<file path="src/rtl/task2_driver.sv">
// Initiator for the task2 start/done engine: walks n_first..n_last, issues each
// operand with a start pulse and presents (operand, result) pairs on a valid/ready port.
module task2_driver #(
  parameter int TIMEOUT = 255,
  parameter int GUARD   = 2
) (
  input  logic       clk,
  input  logic       resetb,
  input  logic       go,
  input  logic [7:0] n_first,
  input  logic [7:0] n_last,
  output logic       start,
  output logic [7:0] N,
  input  logic       done,
  input  logic [7:0] R,
  output logic       res_valid,
  input  logic       res_ready,
  output logic [7:0] res_n,
  output logic [7:0] res_r,
  output logic       busy,
  output logic       finished,
  output logic [8:0] count,
  output logic       err_timeout,
  output logic [2:0] state
);

  typedef enum logic [2:0] {
    IDLE   = 3'd0,
    ISSUE  = 3'd1,
    WAIT   = 3'd2,
    EMIT   = 3'd3,
    FINISH = 3'd4
  } state_t;

  localparam logic [15:0] TimeoutLast = 16'(TIMEOUT - 1);
  localparam logic [15:0] GuardMin    = 16'(GUARD);

  state_t      state_q;
  logic [7:0]  cur_q;
  logic [7:0]  last_q;
  logic [15:0] wait_q;
  logic        start_q;
  logic [7:0]  n_q;
  logic        res_valid_q;
  logic [7:0]  res_n_q;
  logic [7:0]  res_r_q;
  logic        busy_q;
  logic        finished_q;
  logic [8:0]  count_q;
  logic        err_q;

  logic        doneAccept;
  logic [7:0]  cur_d;
  logic [8:0]  count_d;

  // A done seen inside the guard window is a leftover from the previous operand.
  assign doneAccept = done && (wait_q >= GuardMin);
  assign cur_d      = cur_q + 8'd1;
  assign count_d    = count_q + 9'd1;

  always_ff @(posedge clk or negedge resetb) begin
    if (!resetb) begin
      state_q     <= IDLE;
      cur_q       <= 8'd0;
      last_q      <= 8'd0;
      wait_q      <= 16'd0;
      start_q     <= 1'b0;
      n_q         <= 8'd0;
      res_valid_q <= 1'b0;
      res_n_q     <= 8'd0;
      res_r_q     <= 8'd0;
      busy_q      <= 1'b0;
      finished_q  <= 1'b0;
      count_q     <= 9'd0;
      err_q       <= 1'b0;
    end else begin
      start_q    <= 1'b0;
      finished_q <= 1'b0;
      case (state_q)
        IDLE: begin
          if (go) begin
            last_q  <= n_last;
            cur_q   <= n_first;
            count_q <= 9'd0;
            err_q   <= 1'b0;
            busy_q  <= 1'b1;
            if (n_first > n_last) begin
              state_q    <= FINISH;
              finished_q <= 1'b1;
            end else begin
              state_q <= ISSUE;
              start_q <= 1'b1;
              n_q     <= n_first;
            end
          end
        end
        ISSUE: begin
          state_q <= WAIT;
          wait_q  <= 16'd0;
        end
        WAIT: begin
          wait_q <= wait_q + 16'd1;
          if (doneAccept) begin
            res_r_q     <= R;
            res_n_q     <= cur_q;
            res_valid_q <= 1'b1;
            state_q     <= EMIT;
          end else if (wait_q == TimeoutLast) begin
            err_q      <= 1'b1;
            finished_q <= 1'b1;
            state_q    <= FINISH;
          end
        end
        EMIT: begin
          if (res_ready) begin
            res_valid_q <= 1'b0;
            count_q     <= count_d;
            // Compare before incrementing so a range ending at 255 never wraps.
            if (cur_q == last_q) begin
              finished_q <= 1'b1;
              state_q    <= FINISH;
            end else begin
              cur_q   <= cur_d;
              n_q     <= cur_d;
              start_q <= 1'b1;
              state_q <= ISSUE;
            end
          end
        end
        FINISH: begin
          busy_q  <= 1'b0;
          state_q <= IDLE;
        end
        default: begin
          busy_q  <= 1'b0;
          state_q <= IDLE;
        end
      endcase
    end
  end

  assign start       = start_q;
  assign N           = n_q;
  assign res_valid   = res_valid_q;
  assign res_n       = res_n_q;
  assign res_r       = res_r_q;
  assign busy        = busy_q;
  assign finished    = finished_q;
  assign count       = count_q;
  assign err_timeout = err_q;
  assign state       = state_q;

endmodule

</file>
<file path="config.mk">
export PLATFORM = sky130hd
export DESIGN_NAME = task2_driver
export DESIGN_NICKNAME = d
export VERILOG_FILES = /design/src/rtl/task2_driver.sv
export SDC_FILE = /design/constraint.sdc
export NUM_CORES = 1
export LEC_CHECK = 0
export CORE_MARGIN = 4
export CORE_UTILIZATION = 31
export DETAILED_ROUTE_END_ITERATION = 8
export GPL_TIMING_DRIVEN = 0
export SLEW_MARGIN = 20
export SYNTH_ARGS = -nofsm -noshare
export SYNTH_HDL_FRONTEND = slang
export SYNTH_SLANG_ARGS = --single-unit
</file>
<file path="constraint.sdc">
create_clock -name clk -period 4.4 [get_ports clk]
set_input_delay 0.66 -clock clk [delete_from_list [all_inputs] [get_ports clk]]
set_output_delay 0.66 -clock clk [all_outputs]
set_load 0.01 [all_outputs]
</file>
==> impl_metrics.yaml, run 1 <==
run_status:
  status: "finished clean"
timing:
  slew_violations: 0
  slew_headroom: 0.5243
  finalCritPeriodShare: 0.6107
  rsz0062_at_grt: "false"
  worst_pin_slew_ns: 0.7109
  clock.fmax_mhz: 372.2
  hold_ws_ns: 0.2349
  skew_ns: 0.005988
  min_period_ns: 2.687
  setup_tns_ns: 0
  hold_viol: 0
  setup_violations: 0
setup_path:
  cp-end-kind: "flop"
  crit_path_start_kind: "input port"
  r2r_slack_ns: 2.22
  worstReg2RegStart: "wait_q[0]$_DFFE_PN0P_"
  crit_type: "input port to flop"
  cp_max_fo: 9
  required_ns: 4.61
  crit_start: "n_first[1]"
  critPathArrivalTime_ns: 2.90
detailed_routing:
  drt-initial-drc-count: 192
  drc: 0
  post_drt_wl_per_cell_um: 14.71
  wl_um: 9119
  routed_via_density: 4.837
  drt_pass1_iterations: 4
  drtAntennaViolNets: 0
  vias: 2999
layout:
  final_area_um2: 4949
  num_antenna_cells: 0
  area_growth_pct: 32.50
  layout_commonest_cell: "nand2_1"
  drive_gt1_frac: 0.08805
  fin_nets: 514
  fin_util: 0.4261
  mostFrequentLayoutCells: "87 x nand2_1, 73 x dfrtp_1, 68 x clkdlybuf4s50_1"
clock_tree:
  clk_path_buf_depth: 2
  tritoncts: "built"
  clock_latency_ns: 0.33
  cts_inserted_buffers: 9
  htree_num_levels: 3
  clockRootBuffer: "clkbuf_16"
  hold_buffers: 0
  cts_resized: 0
  clock-sinks: 73
  post_cts_buffers: 0
  clk_pin_slew_ns: 0.06
global_route:
  grt_max_degree: 50
  grt_util_all_layers: 0.1348
  grt_pass1_wl_um: 15000
  grt_pass1_vias: 2988
  antenna_found_initial: 0
  grt_overflow: 0
place:
  io_buffers: 69
  place_area_um2: 4629
  gp_congestion: 0.8249
  place_hpwl_um: 6787
logic_synthesis:
  syn_area_per_cell_um2: 9.528
  ys.flop_type: "dfrtp_1"
  yosys.area.top_type: "dfrtp_1"
  synth-edff-count: 0
  syn_area_um2: 3735
  yosys.area.top_type_share: 0.4891
  async_flop_share: 1.000
  synthTopCellsByArea: "dfrtp_1 49%, nand2_1 8.7%, ha_1 4.0%"
  synth_fp_nets: 433
  ys_ff_latch: 73
  seq_area_frac_synth: 0.4891
  synth_cell_types: 47
  yosysWarnings: 0
  synthCells: 392
pwr:
  power_w: 0.003070
  cellPowerDensity_nw_per_um2: 620.3
  vdd_drop_max_mv: 0.2264
  p_leak_nw: 2.168
die:
  io_pins: 70
  die_w_um: 117.8
  initial_core_util: 0.3216
  die_h_um: 117.8
  core_um2: 11610
  placementRows: 39
  die-area_um2: 13870
run:
  maxCapViolCount: 0
worst_hold_path:
  hold_class: "input port to asynchronous set/reset pin"
## final timing paths
kind                                             end  cells past startpoint
worst max-delay path                N[2]$_DFFE_PN0P_                      8
worst min-delay path            count[6]$_DFFE_PN0P_                      1
worst max register to register  res_n[2]$_DFFE_PN0N_                      8
worst min register to register  res_n[6]$_DFFE_PN0N_                      2
max in group asynchronous       res_n[1]$_DFFE_PN0N_                      2
min in group clk                res_n[6]$_DFFE_PN0N_                      2
## per-stage QoR
step           instances  setup WS, ns
6_report             620         1.713
5_1_grt              620         1.602
4_1_cts              620         1.693
3_5_place_dp         605         1.341
3_3_place_gp         604        0.1477
2_1_floorplan        392         2.125
## kinds of logic after synthesis
logic type / synth area share
compound gates: 0.1069
xor+xnor: 0.05159
fa+ha+maj: 0.04020
buf+inv: 0.03785
flops: 0.4891
mux: 0.05360
simple gates: 0.2208
## critical path, stage by stage
cell and delay, ns:
clkdlybuf4s50_1 0.47, ha_1 0.34, nor2b_1 0.14, o211ai_1 0.16, a21oi_1 0.08, o22ai_1 0.42
o2bb2ai_4 0.26, mux2_1 0.37
## synth_stat cells (2+ instances only)
cell type / number
nor2_1: 25
clkbuf_1: 9
o41ai_1: 2
mux2_4: 6
a21oi_1: 14
nor3_2: 2
inv_1: 11
mux2_1: 8
ha_1: 12
nand4_1: 14
dfrtp_1: 73
nand3_1: 19
o21ai_1: 7
nor2b_1: 2
o211ai_1: 4
nor3_1: 5
buf_2: 5
a31oi_1: 3
xor2_1: 8
nand2_1: 87
o21ai_0: 25
and3_1: 2
and2_1: 4
nor4_1: 4
buf_6: 3
a22o_1: 2
mux2i_1: 2
xnor2_1: 14
or3_1: 2
## power breakdown
part           total, W  switching (W)  internal, W
clock          0.000781       0.000274     0.000507
combinational   0.00123       0.000617     0.000611
sequential      0.00106       0.000164     0.000896
## area by class of cell
cell class | instances | area, um^2
fillers | 1149 | 6665
well taps | 143 | 178.9
inverters | 11 | 41.29
clock inverters | 5 | 80.08
plain buffers | 18 | 100.1
multi-input cells | 290 | 1767
clock buffers | 10 | 239.0
repair buffers | 70 | 715.7
flip-flops and latches | 73 | 1827
## per-layer routing
metal | vias up | global-route usage | wire [um]
met5 | - | 0 | 0
li1 | 1516 | - | -
met1 | 1392 | 0.1793 | 4362
met4 | 0 | 0.05641 | 210
met3 | 15 | 0.03508 | 405
met2 | 76 | 0.2084 | 4141
## flip-flops by register name, indices dropped and copies added (netlist names)
name         count
state            3
res_valid        1
cur_q            8
busy             1
N                8
start            1
err_timeout      1
last_q           8
res_r            8
finished         1
res_n            8
wait_q          16
count            9
No activity file was read; power rests on OpenSTA's default activity.
==> run 2, diff against run 1 <==
- clock period: 4.4 -> 2.8 ns (I/O delays scaled with it)
==> impl_metrics.yaml, run 2 (synthesis gave the netlist of run 1 again) <==
run_status:
  status: "finished clean"
pwr:
  p_clk_frac: 0.254
  p_switching_w: 0.001658
  p_leak_nw: 2.173
  power_frac_seq: 0.345
  internal-power_w: 0.003166
  cellPowerDensity_nw_per_um2: 972.9
  power_w: 0.004824
  p_comb_frac: 0.400
  sw_frac_of_total: 0.3436
  vdd_drop_max_mv: 0.3555
run:
  maxCapViolCount: 0
timing:
  hold_viol: 0
  finalCritPeriodShare: 0.8734
  min_period_ns: 2.446
  slew_violations: 0
  setup_violations: 0
  clock.fmax_mhz: 408.9
  rsz0062_at_grt: "false"
  setup_tns_ns: 0
  skew_ns: 0.006145
  setup_ws_ns: 0.3545
  slew_headroom: 0.5243
  worst_pin_slew_ns: 0.7109
layout:
  largest_reg_flops: 16
  fillers: 1148
  area_growth_pct: 32.76
  layout_commonest_cell: "nand2_1"
  drive_gt1_frac: 0.08787
  fin_nets: 515
  mostFrequentLayoutCells: "87 x nand2_1, 73 x dfrtp_1, 68 x clkdlybuf4s50_1"
  top_register: "wait_q"
  num_antenna_cells: 0
detailed_routing:
  vias: 2999
  drc: 0
  drt-initial-drc-count: 183
  wl_um: 9143
  post_drt_wl_per_cell_um: 14.72
  drt_pass1_iterations: 5
  drtAntennaViolNets: 0
  routed_via_density: 4.829
place:
  place_hpwl_um: 6787
  io_buffers: 69
  gp_congestion: 0.8249
  place_ws_ns: -0.01919
setup_path:
  worstReg2RegStart: "wait_q[0]$_DFFE_PN0P_"
  required_ns: 3.01
  worstSetupEndpoint: "N[2]$_DFFE_PN0P_"
  cp-end-kind: "flop"
  slowest_delay_ns: 0.47
  critPathArrivalTime_ns: 2.66
  cp_max_fo: 9
  crit_path_start_kind: "input port"
  crit_chain: "clkdlybuf4s50_1 -> ha_1 -> nor2b_1 -> o211ai_1 -> a21oi_1 -> o22ai_1 -> o2bb2ai_4 -> mux2_1"
  crit_start: "n_first[1]"
  reg2regPathDepth: 8
  crit_slowest_cell: "clkdlybuf4s50_1"
  r2r_slack_ns: 0.62
  crit_type: "input port to flop"
  reg2reg_to: "res_n[2]$_DFFE_PN0N_"
worst_hold_path:
  hold_class: "flop to flop"
die:
  io_pins: 70
  initial_core_util: 0.3216
  placementRows: 39
  core_um2: 11610
  die-area_um2: 13870
  die_w_um: 117.8
  die_h_um: 117.8
global_route:
  grt_overflow: 0
  antenna_found_initial: 0
  grt_max_degree: 50
  grt_pass1_wl_um: 15020
  grt_pass1_vias: 2992
  grt_util_all_layers: 0.1349
clock_tree:
  clockRootBuffer: "clkbuf_16"
  clk_path_buf_depth: 2
  clk_pin_slew_ns: 0.06
  cts_inserted_buffers: 9
  tritoncts: "built"
  clock_latency_ns: 0.33
  clock-sinks: 73
  htree_num_levels: 3
[run 2: worst min path at each step]
stage	startpoint	to	slack, ns	depth (start not counted)
2_1_floorplan	resetb	N[0]$_DFFE_PN0P_	0.12	0
6_report	res_n[6]$_DFFE_PN0N_	res_n[6]$_DFFE_PN0N_	0.47	2
4_1_cts	res_n[3]$_DFFE_PN0N_	res_n[3]$_DFFE_PN0N_	0.48	2
5_1_grt	res_r[5]$_DFFE_PN0N_	res_r[5]$_DFFE_PN0N_	0.50	2
3_3_place_gp	res_r[4]$_DFFE_PN0N_	res_r[4]$_DFFE_PN0N_	0.46	2
3_5_place_dp	resetb	count[6]$_DFFE_PN0P_	0.35	1
[run 2: layer usage]
| metal | track usage | vias up | part of all wire | routed length (um) |
|---|---|---|---|---|
| li1 | - | 1518 | - | - |
| met4 | 0.05641 | 0 | 0.023 | 210 |
| met1 | 0.1796 | 1392 | 0.48 | 4382 |
| met3 | 0.03508 | 15 | 0.044 | 404 |
| met2 | 0.2084 | 74 | 0.45 | 4146 |
| met5 | 0 | - | 0 | 0 |
[run 2: critical path, delay by kind of cell]
| family | cells | cell delay [ns] |
|---|---|---|
| buffers and inverters | 1 | 0.47 |
| adders and majority gates | 1 | 0.34 |
| muxes | 1 | 0.37 |
| AOI/OAI and AO/OA | 4 | 0.92 |
| and+or+nand+nor | 1 | 0.14 |
[run 2: per-stage QoR]
| step | util | std cells | area, um^2 | hold slack [ns] |
|---|---|---|---|---|
| after floorplan | - | 392 | 3735 | 0.1244 |
| after global placement | 0.3965 | 604 | 4604 | 0.4599 |
| after detailed placement | 0.3986 | 605 | 4629 | 0.3531 |
| after CTS | 0.4270 | 621 | 4959 | 0.4809 |
| after global routing | 0.4270 | 621 | 4959 | 0.5029 |
| final | 0.4270 | 621 | 4959 | 0.4746 |
[run 2: what timing repair did]
action	4_1_cts	5_1_grt
hold buffers	1	0
hold endpoints to repair	24	0
buffers inserted	0	0
gates resized for setup	0	0
[run 2: area by class of cell]
cell class | instances | area (um^2) | area share
clock buffer | 10 | 239.0 | 0.04820
timing repair buffer | 71 | 725.7 | 0.1464
sequential | 73 | 1827 | 0.3684
inverter | 11 | 41.29 | 0.008327
clock inverter | 5 | 80.08 | 0.01615
tap | 143 | 178.9 | 0.03608
multi-input combinational | 290 | 1767 | 0.3563
buffer | 18 | 100.1 | 0.02019
[run 2: power by group through the flow]
stage	logic [W]	registers (W)	clock network, W
after detailed placement	0.00194	0.00169	0
after CTS	0.00195	0.00167	0.00127
after global placement	0.00190	0.00168	0
after global routing	0.00213	0.00172	0.00131
after floorplan	0.00109	0.00173	0
final	0.00193	0.00167	0.00123
==> run 3, diff against run 2 <==
- CELL_PAD_IN_SITES_DETAIL_PLACEMENT: default -> 0
- CELL_PAD_IN_SITES_GLOBAL_PLACEMENT: default -> 1
- PLACE_DENSITY_LB_ADDON: default -> 0.1
- SETUP_SLACK_MARGIN: default -> 0.4
==> impl_metrics.yaml, run 3 (synthesis gave the netlist of run 1 again) <==
global_route:
  grt_pass1_wl_um: 16230
  grt_util_all_layers: 0.1451
  grt_max_degree: 46
  grt_overflow: 0
  antenna_found_initial: 0
  grt_pass1_vias: 3179
pwr:
  p_comb_frac: 0.413
  cellPowerDensity_nw_per_um2: 958.1
  power_frac_seq: 0.353
  p_leak_nw: 2.160
  vdd_drop_max_mv: 0.3210
  sw_frac_of_total: 0.3525
  p_switching_w: 0.001660
  p_clk_frac: 0.234
  internal-power_w: 0.003050
  power_w: 0.004711
detailed_routing:
  drtAntennaViolNets: 0
  drc: 0
  drt-initial-drc-count: 153
  routed_via_density: 4.866
  vias: 3017
  drt_pass1_iterations: 4
  post_drt_wl_per_cell_um: 15.08
  wl_um: 9352
layout:
  area_growth_pct: 31.66
  mostFrequentLayoutCells: "87 x nand2_1, 73 x dfrtp_1, 68 x clkdlybuf4s50_1"
  drive_gt1_frac: 0.09015
  fillers: 1187
  fin_util: 0.4234
  layout_commonest_cell: "nand2_1"
  fin_nets: 514
  multi_input_area_um2: 1775
  largest_reg_flops: 16
  num_antenna_cells: 0
  seq_area_um2: 1827
  top_register: "wait_q"
timing:
  slew_headroom: 0.6532
  setup_tns_ns: 0
  slew_violations: 0
  hold_viol: 0
  clock.fmax_mhz: 449.0
  skew_ns: 0.006098
  min_period_ns: 2.227
  finalCritPeriodShare: 0.7954
  worst_pin_slew_ns: 0.5201
  hold_ws_ns: 0.01898
  setup_violations: 0
  rsz0062_at_grt: "false"
setup_path:
  r2r_slack_ns: 0.72
  critPathArrivalTime_ns: 2.44
  crit_path_start_kind: "input port"
  worstReg2RegStart: "wait_q[0]$_DFFE_PN0P_"
  cp-end-kind: "flop"
  required_ns: 3.01
  reg2reg_to: "state[1]$_DFFE_PN0P_"
  crit_type: "input port to flop"
  reg2regPathDepth: 7
  cp_max_fo: 9
place:
  io_buffers: 69
  gp_congestion: 0.7561
  place_hpwl_um: 6937
clock_tree:
  clockRootBuffer: "clkbuf_16"
  cts_inserted_buffers: 9
  post_cts_buffers: 0
  clk_path_buf_depth: 2
  hold_buffers: 0
  clock-sinks: 73
  cts_resized: 1
  clk_pin_slew_ns: 0.05
  clock_latency_ns: 0.33
  htree_num_levels: 3
  tritoncts: "built"
die:
  io_pins: 70
  initial_core_util: 0.3216
  core_um2: 11610
  die_w_um: 117.8
  placementRows: 39
  die-area_um2: 13870
  die_h_um: 117.8
worst_hold_path:
  hold_class: "input port to asynchronous set/reset pin"
run_status:
  status: "finished clean"
run:
  maxCapViolCount: 0
-- run 3: through the flow --
stage               instances  area (um^2)  worst slack (ns)
global route              620         4917            0.4447
CTS                       620         4913            0.5546
detailed placement        605         4629         -0.002031
global placement          604         4604            -1.406
floorplan                 392         3735            0.7654
finish                    620         4917            0.5729
-- run 3: worst max-delay path by stage --
stage	start	to	slack, ns	cells past startpoint
final	n_last[1]	N[1]$_DFFE_PN0P_	0.57	9
after global routing	n_last[5]	N[2]$_DFFE_PN0P_	0.44	8
after CTS	state[0]$_DFFE_PN0P_	res_n[1]$_DFFE_PN0N_	0.55	8
after detailed placement	n_last[1]	N[7]$_DFFE_PN0P_	-0.002	9
after global placement	resetb	last_q[6]$_DFFE_PN0P_	-1.41	1
after floorplan	n_last[1]	N[0]$_DFFE_PN0P_	0.77	8
-- run 3: cell type report --
| class | count | share of cell area |
|---|---|---|
| multi-input combinational | 290 | 0.3611 |
| timing repair buffer | 70 | 0.1455 |
| inverter | 11 | 0.008397 |
| clock buffer | 11 | 0.04733 |
| clock inverter | 4 | 0.009160 |
| sequential | 73 | 0.3715 |
| buffer | 18 | 0.02061 |
| tap | 143 | 0.03639 |
-- run 3: worst max-delay path, cell delays in order --
cell and delay (ns):
clkdlybuf4s50_1 0.45, inv_1 0.05, ha_1 0.28, nor2b_1 0.13
o211ai_1 0.15, a21oi_1 0.10, o22ai_2 0.26, o2bb2ai_4 0.24
mux2_1 0.36
-- run 3: power groups by stage --
stage	Sequential (W)	Combinational (W)	Clock, W
after global placement	0.00168	0.00194	0
after global routing	0.00172	0.00218	0.00119
after detailed placement	0.00169	0.00197	0
after floorplan	0.00173	0.00109	0
final	0.00166	0.00195	0.00110
after CTS	0.00167	0.00198	0.00114
-- run 3: metal layers --
metal,part of all wire,up-vias,GRT usage,wire length [um]
met4,0.020,0,0.06154,183
met5,0,-,0,0
met2,0.44,72,0.2185,4094
met3,0.041,11,0.03123,380
li1,-,1525,-,-
met1,0.50,1409,0.2016,4694
